## config.mk

```make
export PLATFORM = sky130hd
export DESIGN_NAME = operand_sweep_driver_flat
export DESIGN_NICKNAME = d
export VERILOG_FILES = /design/src/rtl/operand_sweep_driver_pkg.sv /design/src/rtl/operand_sweep_driver_if.sv /design/src/rtl/operand_sweep_driver_phase_timer.sv /design/src/rtl/operand_sweep_driver.sv /design/src/flat_wrapper.sv
export SDC_FILE = /design/constraint.sdc
export NUM_CORES = 1
export LEC_CHECK = 0
export BUFFER_PORTS_ARGS = -buffer_cell sky130_fd_sc_hd__buf_2
export CAP_MARGIN = 20
export CORE_ASPECT_RATIO = 2
export CORE_MARGIN = 2
export CORE_UTILIZATION = 55
export CTS_CLUSTER_DIAMETER = 60
export DETAILED_ROUTE_END_ITERATION = 10
export PLACE_DENSITY = 0.77
export SETUP_SLACK_MARGIN = 0.2
export SYNTH_ARGS = -nofsm -noshare
export SYNTH_HDL_FRONTEND = slang
export SYNTH_SLANG_ARGS = --single-unit
```

## constraint.sdc

```tcl
create_clock -name CLK100MHZ -period 3.25 [get_ports CLK100MHZ]
set_input_delay 0 -clock CLK100MHZ [delete_from_list [all_inputs] [get_ports CLK100MHZ]]
set_output_delay 0 -clock CLK100MHZ [all_outputs]
set_load 0.03 [all_outputs]
```

## src/rtl/operand_sweep_driver_pkg.sv

```systemverilog
// Shared types and sizes for the operand sweep exerciser.
// Build with SWEEP_LOG_EN defined to add the per-capture log stream.
package sweep_pkg;

    localparam int NUM_VECTORS = 256;
    localparam int SIG_W       = 16;
    localparam int CNT_W       = 16;

    typedef enum logic [2:0] {
        S_IDLE    = 3'd0,
        S_RST     = 3'd1,
        S_SETTLE  = 3'd2,
        S_PULSE   = 3'd3,
        S_RUN     = 3'd4,
        S_CAPTURE = 3'd5,
        S_DONE    = 3'd6
    } state_e;

endpackage

```

## src/rtl/operand_sweep_driver_if.sv

```systemverilog
// Operator-interface bus between the sweep driver and the processor.
// master drives switches/button/reset and samples led.
interface operand_sweep_driver_if;

    logic       dut_resetn;
    logic       btnu;
    logic [3:0] sw_a;
    logic [3:0] sw_b;
    logic [7:0] led;

    modport master (
        output dut_resetn,
        output btnu,
        output sw_a,
        output sw_b,
        input  led
    );

    modport slave (
        input  dut_resetn,
        input  btnu,
        input  sw_a,
        input  sw_b,
        output led
    );

endinterface

```

## src/rtl/operand_sweep_driver_phase_timer.sv

```systemverilog
// Down-counter timing each sweep phase; reloaded on state entry.
// expired is high in the last cycle of the loaded duration.
module phase_timer
    import sweep_pkg::*;
#(
    parameter int W = CNT_W
) (
    input  logic         clk,
    input  logic         rst_n,
    input  logic         load,
    input  logic [W-1:0] load_val,
    output logic         expired
);

    logic [W-1:0] count;

    always_ff @(posedge clk or negedge rst_n) begin
        if (!rst_n) begin
            count <= '0;
        end else if (load) begin
            count <= load_val;
        end else if (count != '0) begin
            count <= count - W'(1);
        end
    end

    assign expired = (count == W'(1));

endmodule

```

## src/rtl/operand_sweep_driver.sv

```systemverilog
// Sweeps all {sw_a, sw_b} pairs through the processor and sums led.
// SWEEP_LOG_EN adds log_valid/log_data for streaming each capture.
module operand_sweep_driver
    import sweep_pkg::*;
#(
    parameter int RST_CYCLES    = 9,
    parameter int SETTLE_CYCLES = 12,
    parameter int PULSE_CYCLES  = 5,
    parameter int RUN_CYCLES    = 160
) (
    input  logic                 CLK100MHZ,
    input  logic                 CPU_RESETN,
    input  logic                 start,
    operand_sweep_driver_if.master cpu,
    output logic [7:0]           cur_index,
    output logic                 busy,
    output logic                 done,
`ifdef SWEEP_LOG_EN
    output logic                 log_valid,
    output logic [15:0]          log_data,
`endif
    output logic [SIG_W-1:0]     signature
);

    // The phase counter is 16 bits; reject durations it cannot hold.
    if (RST_CYCLES < 1 || RST_CYCLES > 65535 ||
        SETTLE_CYCLES < 1 || SETTLE_CYCLES > 65535 ||
        PULSE_CYCLES < 1 || PULSE_CYCLES > 65535 ||
        RUN_CYCLES < 1 || RUN_CYCLES > 65535) begin : g_bad_cfg
        $error("operand_sweep_driver: cycle parameter out of range");
    end

    state_e             state;
    state_e             next_state;
    logic               load;
    logic [CNT_W-1:0]   load_val;
    logic               expired;
    logic               accept;
    logic               last;
    logic               dut_resetn_q;
    logic               btnu_q;

    phase_timer #(.W(CNT_W)) u_timer (
        .clk      (CLK100MHZ),
        .rst_n    (CPU_RESETN),
        .load     (load),
        .load_val (load_val),
        .expired  (expired)
    );

    assign accept = start && (state == S_IDLE || state == S_DONE);
    assign last   = (cur_index == 8'(NUM_VECTORS - 1));

    always_ff @(posedge CLK100MHZ or negedge CPU_RESETN) begin
        if (!CPU_RESETN) begin
            state <= S_IDLE;
        end else begin
            state <= next_state;
        end
    end

    always_comb begin
        next_state = state;
        unique case (state)
            S_IDLE:    if (start) next_state = S_RST;
            S_RST:     if (expired) next_state = S_SETTLE;
            S_SETTLE:  if (expired) next_state = S_PULSE;
            S_PULSE:   if (expired) next_state = S_RUN;
            S_RUN:     if (expired) next_state = S_CAPTURE;
            S_CAPTURE: next_state = last ? S_DONE : S_RST;
            S_DONE:    if (start) next_state = S_RST;
            default:   next_state = S_IDLE;
        endcase
    end

    always_comb begin
        load     = (next_state != state);
        load_val = CNT_W'(1);
        unique case (next_state)
            S_RST:    load_val = CNT_W'(RST_CYCLES);
            S_SETTLE: load_val = CNT_W'(SETTLE_CYCLES);
            S_PULSE:  load_val = CNT_W'(PULSE_CYCLES);
            S_RUN:    load_val = CNT_W'(RUN_CYCLES);
            default:  load_val = CNT_W'(1);
        endcase
    end

    // Bus levels are decoded from next_state so they register on entry.
    always_ff @(posedge CLK100MHZ or negedge CPU_RESETN) begin
        if (!CPU_RESETN) begin
            dut_resetn_q <= 1'b0;
            btnu_q       <= 1'b0;
            cur_index    <= '0;
            busy         <= 1'b0;
            done         <= 1'b0;
            signature    <= '0;
        end else begin
            dut_resetn_q <= (next_state != S_RST);
            btnu_q       <= (next_state == S_PULSE);
            if (accept) begin
                cur_index <= '0;
                signature <= '0;
                done      <= 1'b0;
                busy      <= 1'b1;
            end else if (state == S_CAPTURE) begin
                signature <= signature + SIG_W'(cpu.led);
                if (last) begin
                    busy <= 1'b0;
                    done <= 1'b1;
                end else begin
                    cur_index <= cur_index + 8'd1;
                end
            end
        end
    end

    assign cpu.dut_resetn = dut_resetn_q;
    assign cpu.btnu       = btnu_q;
    assign cpu.sw_a       = cur_index[7:4];
    assign cpu.sw_b       = cur_index[3:0];

`ifdef SWEEP_LOG_EN
    assign log_valid = (state == S_CAPTURE);
    assign log_data  = {cur_index, cpu.led};
`endif

endmodule

```

## src/flat_wrapper.sv

```systemverilog
// flat-port wrapper written by rule: the top's interface ports become plain ports
module operand_sweep_driver_flat import sweep_pkg::*;
#(
    parameter int RST_CYCLES    = 9,
    parameter int SETTLE_CYCLES = 12,
    parameter int PULSE_CYCLES  = 5,
    parameter int RUN_CYCLES    = 160
)
  (CLK100MHZ, CPU_RESETN, start, cur_index, busy, done, signature, cpu_dut_resetn, cpu_btnu, cpu_sw_a, cpu_sw_b, cpu_led);
  operand_sweep_driver_if cpu_i ();
  input  logic CLK100MHZ;
  input  logic CPU_RESETN;
  input  logic start;
  output logic [7:0] cur_index;
  output logic busy;
  output logic done;
  output logic [SIG_W-1:0] signature;
  output wire logic [$bits(cpu_i.dut_resetn)-1:0] cpu_dut_resetn;
  output wire logic [$bits(cpu_i.btnu)-1:0] cpu_btnu;
  output wire logic [$bits(cpu_i.sw_a)-1:0] cpu_sw_a;
  output wire logic [$bits(cpu_i.sw_b)-1:0] cpu_sw_b;
  input wire logic [$bits(cpu_i.led)-1:0] cpu_led;
  assign cpu_dut_resetn = cpu_i.dut_resetn;
  assign cpu_btnu = cpu_i.btnu;
  assign cpu_sw_a = cpu_i.sw_a;
  assign cpu_sw_b = cpu_i.sw_b;
  assign cpu_i.led = cpu_led;
  operand_sweep_driver #(.RST_CYCLES(RST_CYCLES), .SETTLE_CYCLES(SETTLE_CYCLES), .PULSE_CYCLES(PULSE_CYCLES), .RUN_CYCLES(RUN_CYCLES)) u_core (.CLK100MHZ(CLK100MHZ), .CPU_RESETN(CPU_RESETN), .start(start), .cpu(cpu_i), .cur_index(cur_index), .busy(busy), .done(done), .signature(signature));
endmodule
```

# --- After elaboration in Yosys (flattened, before gate mapping) ---
# Index checks and enable logic that the tools add are counted.
totals:
  regBits: 47
  in_bits: 11
  output_inout_bits: 36
  word_cells: 57
op_classes:
  add_sub_neg: 3
  n_eq_ne: 15
  mux: 21
  n_reduce_logical: 10
ops:
  columns: ["op", "count"]
  rows:
  - ["$mux 16", 4]
  - ["$pmux 8 s4", 1]
  - ["$mux 8", 3]
  - ["$mux 3", 6]
  - ["$pmux 3 s6", 1]
  - ["$add 16x8->16", 1]
  - ["$eq 16x1->1 const B", 1]
  - ["$reduce_bool 16->1", 1]
  - ["$sub 16x1->16 const B", 1]
  - ["$eq 3x2->1 const B", 4]
  - ["$eq 3x3->1 const B", 4]
  - ["$add 8x1->8 const B", 1]
  - ["$eq 8x8->1 const B", 1]
  - ["$eq 3x1->1 const B", 2]
  - ["$mux 1", 6]
  - ["$reduce_bool 2->1", 3]
  - ["$reduce_and 2->1", 2]
  - ["$logic_not 3->1", 1]
  - ["$ne 3x1->1 const B", 1]
  - ["$ne 3x3->1", 1]
  - ["$ne 2x1->1 const B", 1]
  - ["$reduce_or 2->1", 1]
  - ["$logic_and 1x1->1", 1]
  - ["$logic_or 1x1->1", 1]

# --- Logic depth before layout (Yosys ltp) ---
# Gate-level depths: netlist of run 1.
depth:
  depth_word: 6
  depth_mapped: 9
  ltp_nobuf: 8

# --- Cells and area by module ---
# Synthesis of run 1 repeated with hierarchy kept, for this count alone.
unflattened:
  hier_cells: 337
  hier_area_um2: 3096.7
modules_own_cells:
  columns: ["module", "n_inst", "cells_each", "area_each_um2", "seq_area_each_um2"]
  rows:
  - ["operand_sweep_driver", 1, 217, 1996.9, 775.7]
  - ["phase_timer", 1, 120, 1099.8, 400.4]

# --- Worst setup path after synthesis of run 1 ---
# Ideal clock, no wire load.
synth_timing:
  path_kind: "register to register"
  startpoint: "register u_core.signature[0]"
  endpoint: "register u_core.signature[14]"
  setup_ns: 0.078
  t_arrival_ns: 2.369
  required_ns: 3.172
  slack_ns: 0.803
  path_stages_with_launch: 10
  path_buffers: 1
  synth_period_minus_slack_ns: 2.447
  cell_sequence: "dfrtp_1 -> ha_1 -> inv_1 -> fa_1 -> nor2b_1 -> o2111ai_1 -> and3_1 -> clkbuf_1 -> or4_1 -> a21oi_1"
synth_between:
  elab_chain_len: 3
synth_rtl:
  columns: ["item", "line", "rtl"]
  rows:
  - ["start: declaration", "operand_sweep_driver.sv:22", "output logic [SIG_W-1:0] signature"]
  - ["start signal: assignment", "operand_sweep_driver.sv:106", "signature <= signature + SIG_W'(cpu.led);"]
  - ["$add 16x8->16", "operand_sweep_driver.sv:106", null]
  - ["$mux 16", "operand_sweep_driver.sv:105", "end else if (state == S_CAPTURE) begin"]
  - ["$mux 16", "operand_sweep_driver.sv:100", "if (accept) begin"]
# Every way passes these cells. The select of a mux whose other input is x is not followed.
# A chain may end at the register's enable or synchronous reset.

# --- Worst setup path in the final report of run 1 ---
# Ends and elaborated chain as after synthesis.

==> qor.yml, run 1 <==
netlist.area_leader.share: 0.3798
cellPowerDensity_mw_per_mm2: 299.5
antenna_found_initial: 0
crit_path_top_delay_cell: "or4_1"
slew_viol_final: 0
cts_tree: "yes"
dr.pass1.iters: 4
placed_cells: 417
fmax_ghz: 0.4196
die_area_mm2: 0.006283
tns_ns: 0
cts.sinks: 47
num_io_pins: 47
dp_hpwl_um: 5301
clock_skew_ns: 0.005375
grt_setup_unrepaired: "no"
num_rows: 38
worst_slack_ns: 0.8668
cp-start-kind: "register"
cts_buffer_depth: 2
p_seq_frac: 0.576
post_cts_resized: 0
cts_buffers: 5
swShare: 0.2463
preCtsSetupSlack_ns: 0.8884
drt_wl_total_um: 7145
vias: 2611
crit_path_end_kind: "register"
slowest_delay_ns: 0.53
synth_warnings: 0
ant_nets: 0
routed_via_density: 6.115
syn_inst: 332
area_growth_pct: 9.697
worstPathCellList: "ha_1 > inv_1 > fa_1 > nor2b_1 > o2111ai_1 > and3_1 > or4_1 > a21oi_1"
synth.yosys.seq_area_share: 0.3798
run_status: "completed"
final_cell_mix: "47 x dfrtp_1, 46 x buf_2, 27 x nand2_1, 27 x nor2_1, 19 x a21oi_1"
die_w_um: 57.06
synth_area_per_cell_um2: 9.327
clockPowerShare: 0.347
grt_pass1_vias: 2684
path_clk_slew_ns: 0.08
period_share: 0.7333
crit_type: "register to register"
htree_levels: 2
drive_above_1_share: 0.2071
port_buffers: 46
leakagePower_nw: 1.379
p_int_w: 0.0007669
tightest_slew_ns: 0.7598
die_y_um: 110.1
initial_core_util: 0.5713
cts_root_buf: "clkbuf_8"
path_max_fanout: 8
arrival_ns: 2.62
syn-num-nets: 356
grt_usage: 0.2444
required_ns: 3.48
p_switching_w: 0.0002506
power_frac_comb: 0.077
layout_commonest_cell: "dfrtp_1"
finish.net_count: 390
diodes: 0
wl_per_cell_um: 16.73
stdcell_count: 427
drcViolationCount: 0
yosys.area.top_type: "dfrtp_1"
fin_crit_ns: 2.383
overflow: 0
mappedNetlistArea_mm2: 0.003097
hold_viol: 0
hold_class: "input pin to register"
synth-seq-cells: 47
place.gp.congestion: 0.8656
core-area_mm2: 0.005420
yosys-top-cells-area: "dfrtp_1 38%, ha_1 4.8%, xor2_1 3.7%"
async_flop_share: 1.000
synth_edf_count: 0
synth_cell_types: 68
yosys_most_used_dff: "dfrtp_1"
max_cap_violations: 0
worstSkewPairLatency_ns: 0.31
finalSetupViolCount: 0
drt_iter0_drc: 79
vdd_drop_max_uv: 408.4
grt_first_pass_wirelength_um: 11830
grt_max_degree: 48
relSlewSlack: 0.4892
==> registers in the layout, indices dropped and copies added, names as in the netlist <==
signal                 cells
u_core.signature          16
u_core.u_timer.count      16
u_core.cur_index           8
u_core.state               3
u_core.busy                1
u_core.cpu.btnu            1
u_core.cpu.dut_resetn      1
u_core.done                1
==> Yosys cell counts, types with 7 or more instances <==
cell type	n
dfrtp_1	47
nor2_1	27
inv_1	13
buf_4	8
ha_1	12
xnor2_1	12
o21ai_0	12
nand2_1	27
xor2_1	13
nor3_1	8
a211oi_1	7
nand3_1	9
a21oi_1	19
==> path summary, 6_finish.rpt <==
check | from | end | slack, ns | depth (start not counted)
worst min-delay path | cpu_led[0] | u_core.signature[0] | 0.08 | 4
worst max-delay path | u_core.signature[0] | u_core.signature[14] | 0.87 | 8
max in group asynchronous | CPU_RESETN | u_core.cur_index[1] | 2.63 | 3
worst max register to register | u_core.signature[0] | u_core.signature[14] | 0.87 | 8
min in group asynchronous | CPU_RESETN | u_core.u_timer.count[14] | 0.12 | 2
worst min register to register | u_core.busy | u_core.busy | 0.48 | 1
==> layer usage <==
layer / vias to the layer above / part of all wire / track usage
met4: 0 / 0.026 / 0.1296
met2: 51 / 0.58 / 0.4631
li1: 1279 / - / -
met5: - / 0 / 0
met1: 1266 / 0.36 / 0.2410
met3: 15 / 0.028 / 0.05134
==> area by class of cell <==
class                           instances  area, um2
Tap cell                               60      75.07
Multi-Input combinational cell        249       1740
Clock buffer                            7      76.32
Inverter                               13      48.80
Sequential cell                        47       1176
Fill cell                             486       2023
Clock inverter                          1      5.005
Timing Repair Buffer                   50      275.3
==> cells by family after synthesis <==
kind of cell | count (synthesis) | synth area share
xor+xnor | 25 | 0.07071
buf+inv | 36 | 0.05818
flops | 47 | 0.3798
fa+ha+maj | 13 | 0.05495
compound gates | 82 | 0.1871
simple gates | 127 | 0.2428
mux | 2 | 0.006465
==> repair_timing <==
item,CTS,global route
setup buffers,0,0
hold endpoints to repair,47,0
hold buffers,1,0
==> power by group through the flow <==
stage          registers, W   logic, W  clock network [W]
2_1_floorplan      0.000599  0.0000425                  0
3_3_place_gp       0.000598  0.0000733                  0
3_5_place_dp       0.000598  0.0000742                  0
4_1_cts            0.000586  0.0000758           0.000360
5_1_grt            0.000586  0.0000886           0.000384
6_report           0.000586  0.0000783           0.000353
==> through the flow <==
stage	utilization	cell area, um2	hold slack [ns]	power [W]
finish	0.6267	3397	0.07578	0.001018
global route	0.6267	3397	0.1127	0.001059
CTS	0.6230	3377	0.07597	0.001022
detailed placement	0.6062	3286	0.2545	0.0006719
global placement	0.6062	3286	0.2517	0.0006709
floorplan	-	3097	-0.2956	0.0006419
==> worst max-delay path, delay by kind of cell, from the launching register on <==
| kind | cells | cell delay (ns) |
|---|---|---|
| DFF | 1 | 0.37 |
| AOI/OAI and AO/OA | 2 | 0.32 |
| buffers and inverters | 1 | 0.06 |
| and+or+nand+nor | 3 | 0.97 |
| adders and majority gates | 2 | 0.59 |
No activity file was read; power rests on OpenSTA's default activity.
==> run 2: changes to the inputs <==
==> constraint.sdc (replaced) <==
create_clock -name CLK100MHZ -period 2.23 [get_ports CLK100MHZ]
set_input_delay 0 -clock CLK100MHZ [delete_from_list [all_inputs] [get_ports CLK100MHZ]]
set_output_delay 0 -clock CLK100MHZ [all_outputs]
set_load 0.03 [all_outputs]
==> qor.yml, run 2 (synthesized netlist as in run 1, its figures left out) <==
initial_core_util: 0.5713  # unchanged
worstSkewPairLatency_ns: 0.31  # about the same
die_y_um: 110.1  # unchanged
drive_above_1_share: 0.3604  # +0.1533
drt_wl_total_um: 7874  # +10%
period_share: 0.9330  # +0.1997
leakagePower_nw: 1.531  # +11%
relSlewSlack: 0.4919  # +0.002706
cts.sinks: 47  # unchanged
cts_tree: "yes"
dp_hpwl_um: 5650  # +6.6%
tightest_slew_ns: 0.7557  # -0.004024 ns
layout_commonest_cell: "buf_2"
vias: 2792  # +6.9%
cpLargestDelayFamily: "simple AND/OR/NAND/NOR gates"
stdcell_count: 454  # +6.3%
crit_path_end_kind: "register"
wl_per_cell_um: 17.34  # +3.6%
dr.pass1.iters: 4  # unchanged
fin_crit_ns: 2.081  # -0.3027 ns
grt_usage: 0.2612  # +0.01688
vdd_drop_max_uv: 551.6  # +35%
cts_buffers: 5  # unchanged
core-area_mm2: 0.005420  # unchanged
required_ns: 2.47  # -1.01 ns
worstRegToRegCells: 8  # unchanged
reg2reg_from: "u_core.signature[0]"
finish.net_count: 417  # +6.9%
cts_buffer_depth: 2  # unchanged
hold_viol: 0  # unchanged
worstPathCellList: "ha_4 > inv_2 > fa_2 > nor2b_4 > o2111ai_2 > and3_4 > or4_4 > a21oi_2"
placed_cells: 428  # +2.6%
port_buffers: 46  # unchanged
path_clk_slew_ns: 0.09  # about the same
cp-start-kind: "register"
die_area_mm2: 0.006283  # unchanged
slew_viol_final: 0  # unchanged
antenna_found_initial: 0  # unchanged
slowest_delay_ns: 0.51  # -0.02 ns
finalSetupViolCount: 0  # unchanged
drt_iter0_drc: 160  # +100%
fill_cells: 451  # -7.2%
cp_num_buf_inv: 1  # unchanged
crit_type: "register to register"
fmax_ghz: 0.4806  # +15%
cts_root_buf: "clkbuf_8"
drcViolationCount: 0  # unchanged
htree_levels: 2  # unchanged
num_rows: 38  # unchanged
die_w_um: 57.06  # unchanged
grt_first_pass_wirelength_um: 12740  # +7.8%
area_growth_pct: 22.38
num_io_pins: 47  # unchanged
overflow: 0  # unchanged
endpoint: "u_core.signature[14]"
crit_path_top_delay_cell: "or4_4"
ff2ff_setup_slack_ns: 0.15  # -0.72 ns
clock_skew_ns: 0.006086  # +0.0007106 ns
routed_via_density: 6.150  # +0.57%
arrival_ns: 2.32  # -0.30 ns
grt_max_degree: 27  # -44%
grt_setup_unrepaired: "yes"
fin_util: 0.6992  # +0.07248
final_cell_mix: "46 x buf_2, 40 x dfrtp_1, 27 x nand2_1, 27 x buf_4, 19 x nor2_1"
diodes: 0  # unchanged
max_cap_violations: 0  # unchanged
largest_registers: "u_core.signature: 16 flops, u_core.u_timer.count: 16 flops, u_core.cur_index: 8 flops"
grt_pass1_vias: 2810  # +4.7%
worst-path-stages: 8  # unchanged
cellPowerDensity_mw_per_mm2: 397.0  # +33%
rr_endpoint: "u_core.signature[14]"
path_max_fanout: 8  # unchanged
run_status: "completed"
hold_class: "input pin to register"
place.gp.congestion: 0.9279  # +7.2%
hold_ws_ns: 0.1090  # +0.03317 ns
ant_nets: 0  # unchanged
cp-startpoint: "u_core.signature[0]"
## run 2: changes by cell type in the layout (fill, tap and decap cells not counted), sizes merged
cell  delta
buf     +27
## run 2: what timing repair did
item | in CTS | in global routing
pin swaps | 15 | 14
endpoints found under the hold margin | 24 | 0
resized for setup | 10 | 34
setup endpoints to repair | 13 | 25
buffers inserted | 10 | 7
hold buffers | 1 | 0
## run 2: cell type report
cell class                      instances  area (um2)  area share
Clock inverter                          1       5.005    0.001321
Clock buffer                            7       76.32     0.02014
Inverter                               13       48.80     0.01288
Timing Repair Buffer                   77       476.7      0.1258
Sequential cell                        47        1185      0.3126
Tap cell                               60       75.07     0.01981
Multi-Input combinational cell        249        1923      0.5074
## run 2: routing by layer
metal | global-route usage | wire length (um) | vias to the layer above
li1 | - | - | 1323
met1 | 0.2639 | 2727 | 1364
met2 | 0.4992 | 4599 | 76
met3 | 0.03851 | 199 | 29
met4 | 0.1395 | 348 | 0
met5 | 0 | 0 | -
## run 2: worst min path at each step
stage,from,slack [ns],cells past startpoint,endpoint
after floorplan,CPU_RESETN,-0.30,0,u_core.busy
after global placement,CPU_RESETN,0.03,1,u_core.u_timer.count[13]
after detailed placement,CPU_RESETN,0.04,1,u_core.u_timer.count[14]
after CTS,cpu_led[0],0.10,4,u_core.signature[0]
after global routing,cpu_led[0],0.13,4,u_core.signature[0]
final,cpu_led[0],0.11,4,u_core.signature[0]
## run 2: tightest hold or removal path, cell delays in order
cell and delay, ns:
buf_2 0.10, ha_4 0.12, nand2_1 0.04, a21oi_1 0.12
## run 2: stage by stage
step / instance area [um2] / setup TNS [ns] / total power, W / setup slack (ns)
6_report: 3790 / 0 / 0.001505 / 0.1494
5_1_grt: 3790 / 0 / 0.001562 / 0.06374
4_1_cts: 3607 / 0 / 0.001515 / 0.07485
3_5_place_dp: 3390 / -0.005300 / 0.0009850 / -0.005300
3_3_place_gp: 3390 / 0 / 0.0009821 / 0.08381
2_1_floorplan: 3119 / -0.04191 / 0.0009374 / -0.01411
## run 2: power by group
group	total, W	switching, W	leakage (nW)	internal, W
Clock	0.000514	0.000293	0.0422	0.000221
Combinational	0.000136	0.0000772	0.993	0.0000590
Sequential	0.000854	0.00000166	0.496	0.000853
==> run 3: changes to the inputs <==
--- a/config.mk
+++ b/config.mk
@@ -9,10 +9,10 @@
 export CAP_MARGIN = 20
 export CORE_ASPECT_RATIO = 2
 export CORE_MARGIN = 2
-export CORE_UTILIZATION = 55
+export CORE_UTILIZATION = 57
 export CTS_CLUSTER_DIAMETER = 60
 export DETAILED_ROUTE_END_ITERATION = 10
-export PLACE_DENSITY = 0.77
+export PLACE_DENSITY = 0.8
 export SETUP_SLACK_MARGIN = 0.2
 export SYNTH_ARGS = -nofsm -noshare
 export SYNTH_HDL_FRONTEND = slang
==> qor.yml, run 3 (synthesized netlist as in run 1, its figures left out) <==
run_status: "completed"
multi_input_area_mm2: 0.001913  # -0.52%
drt_iter0_drc: 107  # -33%
arrival_ns: 2.36  # +0.04 ns
drt_wl_total_um: 7784  # -1.1%
cts_buffer_depth: 2  # unchanged
seq_area_mm2: 0.001187  # +0.21%
routed_via_density: 6.304  # +2.5%
die_w_um: 56.12  # -1.6%
cts_root_buf: "clkbuf_8"
grt_first_pass_wirelength_um: 12390  # -2.8%
hold_class: "input pin to async pin"
stdcell_count: 448  # -1.3%
relSlewSlack: 0.4901  # -0.001715
path_max_fanout: 6  # -2
fmax_ghz: 0.4730  # -1.6%
p_total_w: 0.001682  # +12%
fin_crit_ns: 2.114  # +0.03349 ns
crit_type: "register to register"
die_y_um: 108.2  # -1.7%
grt_usage: 0.2527  # -0.008500
layout_commonest_cell: "buf_2"
crit_path_top_delay_cell: "or4_1"
path_clk_slew_ns: 0.09  # about the same
ant_nets: 0  # unchanged
initial_core_util: 0.5815  # +0.01020
diodes: 0  # unchanged
overflow: 0  # unchanged
vdd_drop_max_uv: 557.6  # +1.1%
finalInstanceArea_mm2: 0.003770  # -0.53%
worstPathCellList: "ha_4 > inv_2 > fa_2 > nor2b_2 > o2111ai_2 > and3_4 > or4_1 > a21oi_1"
area_growth_pct: 21.74
finish.net_count: 411  # -1.4%
grt_setup_unrepaired: "yes"
vias: 2824  # +1.1%
num_io_pins: 47  # unchanged
dr.pass1.iters: 4  # unchanged
period_share: 0.9480  # +0.01502
wl_per_cell_um: 17.38  # +0.18%
cpLargestDelayFamily: "simple AND/OR/NAND/NOR gates"
leakagePower_nw: 1.502  # -1.9%
hold_viol: 0  # unchanged
cts_buffers: 5  # unchanged
finalSetupViolCount: 0  # unchanged
clock_skew_ns: 0.006696  # +0.0006108 ns
antenna_found_initial: 0  # unchanged
cp-start-kind: "register"
htree_levels: 2  # unchanged
cp_num_buf_inv: 1  # unchanged
crit_path_end_kind: "register"
placed_cells: 423  # -1.2%
dp_hpwl_um: 5144  # -9.0%
worst_slack_ns: 0.1160  # -0.03349 ns
tightest_slew_ns: 0.7583  # +0.002550 ns
slowest_delay_ns: 0.49  # -0.02 ns
required_ns: 2.47  # about the same
fill_cells: 401  # -11%
drive_above_1_share: 0.3479  # -0.01247
port_buffers: 46  # unchanged
cts.sinks: 47  # unchanged
die_area_mm2: 0.006074  # -3.3%
worstSkewPairLatency_ns: 0.32  # about the same
grt_max_degree: 35  # +30%
tns_ns: 0  # unchanged
slew_viol_final: 0  # unchanged
preCtsSetupSlack_ns: 0.02446  # +0.02976 ns
max_cap_violations: 0  # unchanged
drcViolationCount: 0  # unchanged
cellPowerDensity_mw_per_mm2: 446.1  # +12%
grt_pass1_vias: 2757  # -1.9%
cts_tree: "yes"
place.gp.congestion: 0.8812  # -5.0%
core-area_mm2: 0.005325  # -1.8%
largest_registers: "u_core.signature: 16 flops, u_core.u_timer.count: 16 flops, u_core.cur_index: 8 flops"
num_rows: 38  # unchanged
place_area_mm2: 0.003352  # -1.1%
final_cell_mix: "46 x buf_2, 38 x dfrtp_1, 27 x nand2_1"
==> run 3: cell count changes in the layout (fill, tap and decap cells not counted), sizes merged <==
| cell | delta |
|---|---|
| bufinv | +1 |
| clkbuf | -1 |
| inv | +1 |
| clkinv | -1 |
| buf | -6 |
==> run 3: what timing repair did <==
item	CTS	global route
hold buffers	1	0
cloned	0	0
buffers inserted	10	6
endpoints found under the setup margin	12	28
resized for setup	11	24
endpoints found under the hold margin	13	0
pin swaps	8	8
==> run 3: through the flow <==
| stage | hold WS [ns] | utilization |
|---|---|---|
| detailed placement | -0.08386 | 0.6295 |
| CTS | 0.1090 | 0.6790 |
| finish | 0.1007 | 0.7079 |
| global placement | -0.09107 | 0.6295 |
| floorplan | -0.2956 | - |
| global route | 0.1217 | 0.7079 |
==> run 3: power by group <==
group	switching (W)	internal, W
registers	0.00000178	0.000853
logic	0.0000829	0.0000595
clock network	0.000316	0.000369
total	0.000400	0.00128
==> run 3: worst paths after layout <==
path                                           from  slack [ns]                       to  cells after the start
worst max-delay path            u_core.signature[0]        0.12     u_core.signature[10]                      8
worst min-delay path                     CPU_RESETN        0.10      u_core.signature[5]                      2
worst max register to register  u_core.signature[0]        0.12     u_core.signature[10]                      8
worst min register to register          u_core.busy        0.50              u_core.busy                      1
max in group asynchronous                CPU_RESETN        1.36  u_core.u_timer.count[2]                      3
min in group CLK100MHZ                   cpu_led[0]        0.10      u_core.signature[0]                      4
==> run 3: area by class of cell <==
class	count	area share
multi-input cells	249	0.5075
flip-flops and latches	47	0.3150
repair buffers	71	0.1125
clock buffers	6	0.02191
well taps	60	0.01991
inverters	13	0.01294
clock inverters	2	0.01029
==> run 3: per-layer routing <==
layer  vias up  routed length (um)  track usage
li1       1322                   -            -
met1      1392                3023       0.2933
met2        91                4184       0.4521
met3        19                 366      0.04426
met4         0                 209       0.1037
met5         -                   0            0
